===== src/rtl/core_pkg.sv =====
// Shared definitions for the hazard/pipeline-control unit of the 5-stage core:
// forwarding select codes and the control FSM state encoding.
package core_pkg;

  localparam logic [1:0] FWD_RF = 2'b00;
  localparam logic [1:0] FWD_W  = 2'b01;
  localparam logic [1:0] FWD_M  = 2'b10;

  typedef enum logic [1:0] {
    ST_FLUSH = 2'd0,
    ST_RUN   = 2'd1,
    ST_WAIT  = 2'd2
  } state_e;

endpackage


===== src/rtl/hazard_fwd_unit.sv =====
// Combinational EX-stage operand forwarding select for one source register.
// M-stage results win over W-stage results; x0 is never forwarded.
module hazard_fwd_unit
  import core_pkg::*;
(
  input  logic [4:0] rs_e,
  input  logic [4:0] rd_m,
  input  logic [4:0] rd_w,
  input  logic       reg_write_m,
  input  logic       reg_write_w,
  output logic [1:0] fwd_sel
);

  always_comb begin
    fwd_sel = FWD_RF;
    if (reg_write_m && (rd_m != 5'd0) && (rd_m == rs_e)) begin
      fwd_sel = FWD_M;
    end else if (reg_write_w && (rd_w != 5'd0) && (rd_w == rs_e)) begin
      fwd_sel = FWD_W;
    end
  end

endmodule


===== src/rtl/pipe_hazard_ctrl.sv =====
// Hazard and pipeline-control unit: post-reset flush, memory-wait supervision,
// branch/load-use stall priority, forwarding selects and stall-cycle counting.
module pipe_hazard_ctrl
  import core_pkg::*;
#(
  parameter int FLUSH_CYCLES = 2,
  parameter int MEM_TIMEOUT  = 64,
  parameter int CNT_W        = 32
) (
  input  logic             Clk,
  input  logic             Rst_n,
  input  logic [4:0]       rs1_d,
  input  logic [4:0]       rs2_d,
  input  logic [4:0]       rs1_e,
  input  logic [4:0]       rs2_e,
  input  logic [4:0]       rd_e,
  input  logic [4:0]       rd_m,
  input  logic [4:0]       rd_w,
  input  logic             reg_write_e,
  input  logic             reg_write_m,
  input  logic             reg_write_w,
  input  logic             load_e,
  input  logic             pc_src_e,
  input  logic             mem_req_m,
  input  logic             mem_ready_m,
  output logic             En_F,
  output logic             En_D,
  output logic             En_E,
  output logic             En_M,
  output logic             En_W,
  output logic             Keep_D,
  output logic             Keep_E,
  output logic             Keep_W,
  output logic [1:0]       forward_a_e,
  output logic [1:0]       forward_b_e,
  output logic             mem_timeout,
  output logic [CNT_W-1:0] stall_cycles
);

  localparam int FL_W = (FLUSH_CYCLES > 1) ? $clog2(FLUSH_CYCLES) : 1;
  localparam int WT_W = (MEM_TIMEOUT > 1) ? $clog2(MEM_TIMEOUT + 1) : 1;
  localparam logic [FL_W-1:0] FLUSH_LAST = FL_W'(FLUSH_CYCLES - 1);
  localparam logic [WT_W-1:0] WAIT_LAST  = WT_W'(MEM_TIMEOUT - 1);
  // With no flush cycles requested, reset lands directly in RUN.
  localparam state_e RESET_ST = (FLUSH_CYCLES == 0) ? ST_RUN : ST_FLUSH;

  state_e            state_q, state_d;
  logic [FL_W-1:0]   flush_cnt_q, flush_cnt_d;
  logic [WT_W-1:0]   wait_cnt_q, wait_cnt_d;
  logic              mem_timeout_q, mem_timeout_d;
  logic [CNT_W-1:0]  stall_cycles_q, stall_cycles_d;

  logic              mem_stall;
  logic              load_use;
  logic [1:0]        fwd_a, fwd_b;

  assign mem_stall = mem_req_m & ~mem_ready_m;
  assign load_use  = load_e & reg_write_e & (rd_e != 5'd0) &
                     ((rd_e == rs1_d) | (rd_e == rs2_d));

  hazard_fwd_unit u_fwd_a (
    .rs_e(rs1_e), .rd_m(rd_m), .rd_w(rd_w),
    .reg_write_m(reg_write_m), .reg_write_w(reg_write_w), .fwd_sel(fwd_a)
  );

  hazard_fwd_unit u_fwd_b (
    .rs_e(rs2_e), .rd_m(rd_m), .rd_w(rd_w),
    .reg_write_m(reg_write_m), .reg_write_w(reg_write_w), .fwd_sel(fwd_b)
  );

  assign forward_a_e  = Rst_n ? fwd_a : FWD_RF;
  assign forward_b_e  = Rst_n ? fwd_b : FWD_RF;
  assign mem_timeout  = mem_timeout_q;
  assign stall_cycles = stall_cycles_q;

  // Mealy stage control: mem stall > branch flush > load-use bubble.
  always_comb begin
    En_F   = 1'b1;
    En_D   = 1'b1;
    En_E   = 1'b1;
    En_M   = 1'b1;
    En_W   = 1'b1;
    Keep_D = 1'b1;
    Keep_E = 1'b1;
    Keep_W = 1'b1;
    if (!Rst_n || (state_q == ST_FLUSH)) begin
      En_F   = 1'b0;
      Keep_D = 1'b0;
      Keep_E = 1'b0;
      Keep_W = 1'b0;
    end else if (mem_stall) begin
      En_F   = 1'b0;
      En_D   = 1'b0;
      En_E   = 1'b0;
      En_M   = 1'b0;
      Keep_W = 1'b0;
    end else if (pc_src_e) begin
      Keep_D = 1'b0;
      Keep_E = 1'b0;
    end else if (load_use) begin
      En_F   = 1'b0;
      En_D   = 1'b0;
      Keep_E = 1'b0;
    end
  end

  always_comb begin
    state_d        = state_q;
    flush_cnt_d    = flush_cnt_q;
    wait_cnt_d     = wait_cnt_q;
    mem_timeout_d  = mem_timeout_q;
    stall_cycles_d = stall_cycles_q;
    case (state_q)
      ST_FLUSH: begin
        if (flush_cnt_q == FLUSH_LAST) state_d = ST_RUN;
        else flush_cnt_d = flush_cnt_q + FL_W'(1);
      end
      ST_RUN: begin
        if (mem_stall) state_d = ST_WAIT;
      end
      ST_WAIT: begin
        if (mem_stall) begin
          if (wait_cnt_q == WAIT_LAST) mem_timeout_d = 1'b1;
          else wait_cnt_d = wait_cnt_q + WT_W'(1);
        end else begin
          state_d    = ST_RUN;
          wait_cnt_d = '0;
        end
      end
      default: state_d = RESET_ST;
    endcase
    if ((state_q != ST_FLUSH) && !En_F && (stall_cycles_q != {CNT_W{1'b1}})) begin
      stall_cycles_d = stall_cycles_q + CNT_W'(1);
    end
  end

  always_ff @(posedge Clk or negedge Rst_n) begin
    if (!Rst_n) begin
      state_q        <= RESET_ST;
      flush_cnt_q    <= '0;
      wait_cnt_q     <= '0;
      mem_timeout_q  <= 1'b0;
      stall_cycles_q <= '0;
    end else begin
      state_q        <= state_d;
      flush_cnt_q    <= flush_cnt_d;
      wait_cnt_q     <= wait_cnt_d;
      mem_timeout_q  <= mem_timeout_d;
      stall_cycles_q <= stall_cycles_d;
    end
  end

endmodule


===== config.mk =====
export PLATFORM = sky130hd
export DESIGN_NAME = pipe_hazard_ctrl
export DESIGN_NICKNAME = d
export VERILOG_FILES = /design/src/rtl/core_pkg.sv /design/src/rtl/hazard_fwd_unit.sv /design/src/rtl/pipe_hazard_ctrl.sv
export SDC_FILE = /design/constraint.sdc
export NUM_CORES = 1
export LEC_CHECK = 0
export CAP_MARGIN = 25
export CORE_UTILIZATION = 40
export CTS_CLUSTER_DIAMETER = 200
export CTS_CLUSTER_SIZE = 25
export DETAILED_ROUTE_END_ITERATION = 8
export PLACE_DENSITY = 0.76
export SLEW_MARGIN = 5
export SYNTH_ARGS = -nofsm -noshare
export SYNTH_HDL_FRONTEND = slang
export SYNTH_SLANG_ARGS = --single-unit

===== constraint.sdc =====
create_clock -name Clk -period 2.4 [get_ports Clk]
set_input_delay 0.48 -clock Clk [delete_from_list [all_inputs] [get_ports Clk]]
set_output_delay 0.48 -clock Clk [all_outputs]
set_load 0.01 [all_outputs]

* Word level (Yosys, flattened, before mapping)
Cells that the tools add are included.
** Cells by class
- Add/subtract/negate cells :: 3
- Bitwise gates (word level) :: 6
- Reductions and logical operators :: 19
- Muxes and demuxes :: 27
- Equal/unequal tests :: 14
** Operators with widths (number)
- $add A32 B1 Y32 const B :: 1
- $ne A32 B32 Y1 const B :: 1
- $eq A5 B5 Y1 :: 6
- $mux W1 :: 17
- $reduce_bool A5 Y1 :: 3
- $mux W2 :: 7
- $mux W7 :: 2
- $logic_and A1 B1 Y1 :: 8
- $ne A2 B2 Y1 const B :: 4
- $add A7 B1 Y7 const B :: 1
- $eq A7 B6 Y1 const B :: 1
- $pmux W2 S3 :: 1
- $reduce_and A3 Y1 :: 2
- $and A1 B1 Y1 :: 4
- $eq A2 B1 Y1 const B :: 1
- $eq A2 B2 Y1 const B :: 1
- $logic_not A1 Y1 :: 2
- $logic_not A2 Y1 :: 1
- $reduce_and A2 Y1 :: 1
- $reduce_bool A2 Y1 :: 1
- $add A1 B1 Y1 const B :: 1
- $logic_or A1 B1 Y1 :: 1
- $not A1 Y1 :: 1
- $or A1 B1 Y1 :: 1
** Word-level totals
- Bits in registers :: 43
- Input bits :: 44
- Word-level logic and storage cells :: 74
- Output and inout port bits :: 45

* Longest topological paths before layout
Gate-level depths: netlist (run 1).
- Depth in word-level cells :: 10
- Depth in mapped cells :: 7
- Gate-level depth less buffers :: 7

* Cells and area by module
From an unflattened synthesis (run 1), not the netlist that was laid out.
** Second synthesis, totals
- Cell total of the unflattened synthesis :: 284
- Area, all modules :: 2760.1 µm²
** By module, submodules not included
- pipe_hazard_ctrl :: instances 1, area each 2457.4 µm², cells each 244
- hazard_fwd_unit :: instances 2, area each 151.4 µm², cells each 20

* Worst setup path after synthesis (run 1)
No wires, ideal clock.
- Path type :: in2out
- Start :: input rd_m[0]
- End :: output forward_a_e[0]
- Stages :: 4
- Arrival :: 1.722 ns
- Slack :: 0.198 ns
- Path buffers :: 0
- Cell sequence :: or4_1 -> o21ai_0 -> nor4_1 -> nor4_1
** On the way
- Longest elaborated chain between the ends :: 5
- Elaborated cells between the ends (all ways) :: 6
** RTL lines
- start: declaration :: line pipe_hazard_ctrl.sv:17 : input logic [4:0] rd_m,
- $reduce_bool A5 Y1 :: line hazard_fwd_unit.sv:16 : if (reg_write_m && (rd_m != 5'd0) && (rd_m == rs_e)) begin
- $logic_and A1 B1 Y1 :: line hazard_fwd_unit.sv:16
- $logic_and A1 B1 Y1 (*) :: line hazard_fwd_unit.sv:16
- $mux W2 (*) :: line hazard_fwd_unit.sv:16
- $mux W2 (*) :: line pipe_hazard_ctrl.sv:71 : assign forward_a_e = Rst_n ? fwd_a : FWD_RF;
- end: declaration :: line pipe_hazard_ctrl.sv:34 : output logic [1:0] forward_a_e,
Mark *: on every way between the ends. The rest lies on a longest branch, timed or not.

* Worst setup path in the final report (run 1)
- Start :: input rd_w[4]
- End :: output forward_a_e[0]
** On the way
- Longest elaborated chain between the ends :: 6
- Elaborated cells between the ends (all ways) :: 7
** RTL lines
- start: declaration :: line pipe_hazard_ctrl.sv:18 : input logic [4:0] rd_w,
- $reduce_bool A5 Y1 :: line hazard_fwd_unit.sv:18 : end else if (reg_write_w && (rd_w != 5'd0) && (rd_w == rs_e)) begin
- $logic_and A1 B1 Y1 :: line hazard_fwd_unit.sv:18
- $logic_and A1 B1 Y1 (*) :: line hazard_fwd_unit.sv:18
- $mux W1 (*) :: line hazard_fwd_unit.sv:18
- $mux W2 (*) :: line hazard_fwd_unit.sv:16
- $mux W2 (*) :: line pipe_hazard_ctrl.sv:71
Marked as above.

==> results of run 1 <==
==> cell usage after synthesis (2+ instances only) <==
cell type,n,area share
dfrtp_1,43,0.41
xor2_1,41,0.14
nand2_1,24,0.034
xnor2_1,20,0.066
nor2_1,15,0.021
nand3_1,14,0.026
nor3_1,14,0.026
nor4_1,13,0.031
o21ai_0,12,0.023
nand4_1,7,0.016
a21oi_1,6,0.011
buf_4,6,0.017
inv_1,5,0.0071
nand2b_1,5,0.012
or4_1,5,0.014
and2_1,3,0.0071
nor2b_1,3,0.0071
and4_2,2,0.0075
clkbuf_1,2,0.0028
ha_1,2,0.0094
nand4_2,2,0.0094
nor3b_1,2,0.0057
o22ai_1,2,0.0047
==> stage by stage <==
stage	setup slack (ns)	total power, W	util	hold WS, ns	cell area [sq um]
global placement	-0.693	0.00185	0.605	0.450	3860
finish	0.0231	0.00242	0.622	0.180	3970
CTS	0.00409	0.00245	0.624	0.165	3980
detailed placement	-0.719	0.00188	0.605	0.455	3860
floorplan	0.198	0.00139	-	0.184	2660
global route	-0.0488	0.00257	0.622	0.173	3970
==> layer usage <==
layer,up-vias,wire (um)
met5,-,0
met4,0,29
met1,1168,2790
met3,4,371
met2,69,3250
li1,1224,-
==> power by group through the flow <==
stage / clock network [W] / registers, W / logic [W]
floorplan: 0 / 0.00107 / 0.000318
detailed placement: 0 / 0.00105 / 0.000832
global placement: 0 / 0.00104 / 0.000813
global route: 0.000609 / 0.00106 / 0.000895
finish: 0.000561 / 0.00104 / 0.000824
CTS: 0.000584 / 0.00103 / 0.000833
==> repair_timing <==
action                                  in CTS  in global routing
pin swaps                                   14                 10
endpoints found under the setup margin       9                  6
setup buffers                                1                  0
gates resized for setup                     68                 12
==> worst max path at each step <==
stage	to	slack (ns)
2_1_floorplan	forward_a_e[0]	0.20
3_3_place_gp	forward_b_e[0]	-0.69
3_5_place_dp	En_F	-0.72
4_1_cts	forward_a_e[0]	0.004
5_1_grt	forward_a_e[0]	-0.05
6_report	forward_a_e[0]	0.02
==> sequential cells by signal, summed over array words and instances (netlist names) <==
register and flops:
stall_cycles 32, state_q 2, wait_cnt_q 7, flush_cnt_q 1
mem_timeout 1
==> kinds of logic (layout without fill, tap and decap cells) <==
kind of cell / after synthesis / after routing / synth area share
buffers and inverters: 14 / 138 / 0.0287
adders and majority gates: 2 / 2 / 0.00942
xor gates and xnor gates: 61 / 61 / 0.201
and+or+nand+nor: 122 / 122 / 0.268
DFF: 43 / 43 / 0.405
other: 1 / 1 / 0.00141
muxes: 1 / 1 / 0.00565
AOI/OAI and AO/OA: 31 / 31 / 0.0810
==> critical path: cells and delay by family <==
family	cells	cell delay, ns
simple gates	3	0.93
buf+inv	2	0.38
compound gates	1	0.11
==> final cells by class <==
type	instances	area share
tap	77	0.0243
clock buffer	5	0.0173
sequential	43	0.271
inverter	5	0.00472
timing repair buffer	125	0.278
clock inverter	3	0.0110
multi-input combinational	218	0.394
==> qor.yml, run 1 <==
r2r_end: "stall_cycles[25]"
slowest_delay_ns: 0.55
placed_cells: 467
antenna_cells: 0
maxSlewViolCount: 0
worstSkewPairLatency_ns: 0.29
path_cells: "dlygate4sd2_1 -> or4_4 -> o211ai_1 -> or4_4 -> nor4_2 -> buf_2"
cp-start-kind: "primary input"
numClockSinks: 43
antenna_found_initial: 0
crit_arrival_ns: 1.90
fin_crit_ns: 2.38
ys_seq_elements: 43
hold_viol_final: 0
drc_errors: 0
yosysSeqAreaShare: 0.405
antenna_left: 0
fin_cells: 476
grt_usage: 0.192
vias_per_cell: 5.18
io_buffers: 87
grt_use_met3: 0.0485
std_cell_rows: 29
cp_max_fo: 2
crit_path_frequent_cell: "or4_4"
clockBufferDepth: 2
grt_pass1_wl_um: 11000
async_reset_ff_frac: 1.00
multiInputGateArea_sq_um: 1570
die_y_um: 83.5
avgSynthCellArea_sq_um: 9.66
cp-startpoint: "rd_w[4]"
die_w_um: 83.5
clk_pin_slew_ns: 0.08
period_share: 0.990
power.switching_w: 0.000785
initial_core_util: 0.416
die_area_sq_um: 6970
htree_levels: 2
slew_headroom: 0.654
final_common_cell: "clkdlybuf4s50_1"
setup_tns_ns: 0
finalSetupViolCount: 0
setup.worst_path.end_class: "primary output"
vias: 2465
seqCellArea_sq_um: 1080
worstHoldPathType: "primary input to async pin"
synth.net_count: 321
max_freq_ghz: 0.421
ys_types: 50
grt_max_degree: 20
gp_congestion: 0.800
powerDensity_nw_per_um2: 610
use_met1: 0.237
cap_violations: 0
drtIter0Drc: 71
ff2ff_path_depth: 7
grt_busiest_layer: "met2"
syn_area_sq_um: 2660
crit_slowest_cell: "or4_4"
nNetsFinal: 444
drtPass1Iterations: 4
p_clk_frac: 0.232
status: "finished, final reports clean"
power_frac_seq: 0.428
root_buffer: "clkbuf_8"
drive_above_1_share: 0.218
area_growth_pct: 49.6
postCtsHoldBufs: 0
routed_wl_um: 6440
rsz0062_at_grt: "true"
io_pins: 89
cp.required_ns: 1.92
crit_type: "primary input to primary output"
fin_skew_ns: 0.00403
grt-ovfl-total: 0
dp_hpwl_um: 5030
syn_inst: 275
synthFlopType: "dfrtp_1"
p_int_w: 0.00164
core-area_sq_um: 6390
combinationalPowerShare: 0.340
grt_pass1_vias: 2414
p_leak_nw: 1.66
yosysWarnings: 0
synth_edf_count: 0
cts_buffers: 5
fillCellCount: 571
reg2reg_from: "stall_cycles[0]"
wl_per_cell_um: 13.5
grt_util_met2: 0.341
r2r_setup_slack_ns: 0.30
switching_share: 0.324
tightestPinTransition_ns: 0.515
cts_tree: "built"
mostFrequentLayoutCells: "clkdlybuf4s50_1, dfrtp_1, xor2_1, buf_4, nand2_1"
max-vdd-ir-drop_v: 0.000574
Note: power is estimated with default switching activity, not from simulation.
==> run 2, diff against run 1 <==
CORE_MARGIN = 2   (was default)
==> run 2 against run 1 <==
- critical endpoint is now Keep_D
- total power is 4.8% higher
- design area rose by 0.79%
- combinational power is essentially flat
- largest power group unchanged
- die area rose by 4.8%
==> qor.yml, run 2 (synthesized netlist as in run 1, its figures left out) <==
drive_above_1_share: 0.201  # -0.0175
dp_hpwl_um: 5140  # +2.2%
maxSlewViolCount: 0  # unchanged
cp-start-kind: "primary input"
tightestPinTransition_ns: 0.491  # -0.0237 ns
area_growth_pct: 50.7
multiInputGateArea_sq_um: 1590  # +1.8%
rsz0062_at_grt: "true"
status: "finished, final reports clean"
slew_headroom: 0.670  # +0.0159
die_y_um: 85.5  # +2.4%
fin_crit_ns: 2.38  # +0.00380 ns
core-area_sq_um: 6390  # unchanged
hold_viol_final: 0  # unchanged
drc_errors: 0  # unchanged
p_clk_frac: 0.266  # +0.034
grt-ovfl-total: 0  # unchanged
wl_per_cell_um: 14.2  # +5.0%
max-vdd-ir-drop_v: 0.000456  # -21%
setup.worst_path.end_class: "primary output"
grt_pass1_wl_um: 11300  # +2.9%
switching_share: 0.314  # -0.0100
powerDensity_nw_per_um2: 634  # +4.0%
combinationalPowerShare: 0.324  # -0.016
nNetsFinal: 439  # -1.1%
drtPass1Iterations: 4  # unchanged
routed_wl_um: 6700  # +3.9%
finalSetupViolCount: 0  # unchanged
clockBufferDepth: 2  # unchanged
seqCellArea_sq_um: 1080  # unchanged
mostFrequentLayoutCells: "clkdlybuf4s50_1, dfrtp_1, xor2_1, buf_4, nand2_1"
antenna_left: 0  # unchanged
root_buffer: "clkbuf_8"
fin_skew_ns: 0.0105  # +0.00650 ns
layout_setup_ws_ns: 0.0193  # -0.00380 ns
numClockSinks: 43  # unchanged
worstHoldPathType: "primary input to async pin"
grt_max_degree: 25  # +25%
power_frac_seq: 0.410  # -0.018
postLayoutCellArea_sq_um: 4000  # +0.79%
initial_core_util: 0.416  # unchanged
preCtsSetupSlack_ns: -0.726  # -0.00690 ns
io_buffers: 87  # unchanged
max_freq_ghz: 0.420  # -0.16%
cts_tree: "built"
p_int_w: 0.00174  # +6.4%
placed_area_sq_um: 3840  # -0.58%
power.switching_w: 0.000797  # +1.6%
antenna_found_initial: 0  # unchanged
io_pins: 89  # unchanged
grt_pass1_vias: 2528  # +4.7%
gp_congestion: 0.804  # +0.58%
vias: 2454  # -0.45%
crit_arrival_ns: 1.90  # about the same
worstSkewPairLatency_ns: 0.30  # about the same
fillCellCount: 574  # +0.53%
largest_reg_flops: 32  # unchanged
cts_buffers: 5  # unchanged
cap_violations: 0  # unchanged
cp.required_ns: 1.92  # about the same
cp_max_fo: 3  # +1
period_share: 0.992  # +0.00158
vias_per_cell: 5.21  # +0.61%
clk_pin_slew_ns: 0.08  # about the same
grt_usage: 0.192  # -0.000277
antenna_cells: 0  # unchanged
htree_levels: 2  # unchanged
final_common_cell: "clkdlybuf4s50_1"
crit_type: "primary input to primary output"
drtIter0Drc: 69  # -2.8%
die_w_um: 85.5  # +2.4%
std_cell_rows: 29  # unchanged
p_leak_nw: 1.66  # -0.22%
die_area_sq_um: 7310  # +4.8%
[run 2: what timing repair did]
item	4_1_cts	5_1_grt
endpoints found under the setup margin	9	9
gates resized for setup	67	10
buffers inserted	0	0
pin swaps	11	6
hold buffers	0	0
[run 2: power by group through the flow]
stage | sequential [W] | combinational, W | clock (W)
CTS | 0.00104 | 0.000826 | 0.000688
detailed placement | 0.00105 | 0.000830 | 0
floorplan | 0.00107 | 0.000318 | 0
finish | 0.00104 | 0.000823 | 0.000675
global route | 0.00107 | 0.000898 | 0.000712
global placement | 0.00104 | 0.000809 | 0
[run 2: layout make-up]
type | count | share of cell area
Multi-Input combinational cell | 218 | 0.398
Timing Repair Buffer | 120 | 0.272
Sequential cell | 43 | 0.269
Tap cell | 77 | 0.0241
Clock buffer | 6 | 0.0181
Clock inverter | 2 | 0.0150
Inverter | 5 | 0.00469
[run 2: path summary, 6_finish.rpt]
path                                   from          endpoint  slack, ns  cells past startpoint
max                             mem_ready_m            Keep_D       0.02                      4
min                                   Rst_n     wait_cnt_q[2]       0.30                      3
max reg2reg                stall_cycles[24]  stall_cycles[27]       0.24                      7
min reg2reg                     mem_timeout       mem_timeout       0.47                      1
max in group asynchronous             Rst_n     wait_cnt_q[3]       1.86                      3
min in group Clk                mem_timeout       mem_timeout       0.47                      1
[run 2: layer usage]
| layer | GRT usage | wire, um |
|---|---|---|
| met2 | 0.339 | 3310 |
| met5 | 0 | 0 |
| met1 | 0.225 | 2860 |
| met4 | 0.0548 | 89 |
| met3 | 0.0558 | 434 |
[run 2: metrics by stage]
stage                     setup TNS (ns)  cells   util  total power (W)  hold WS, ns
after floorplan                        0    275      -          0.00139        0.184
after global placement             -9.56    464  0.601          0.00185        0.444
after detailed placement          -11.53    464  0.601          0.00188        0.454
after CTS                              0    471  0.620          0.00255        0.294
after global routing              -0.103    471  0.627          0.00268        0.321
final                                  0    471  0.627          0.00254        0.296
[run 2: critical path, cell delays in order]
cell and delay, ns:
clkdlybuf4s50_1 0.43, nand2b_1 0.19, a21oi_1 0.22, clkdlybuf4s50_1 0.58
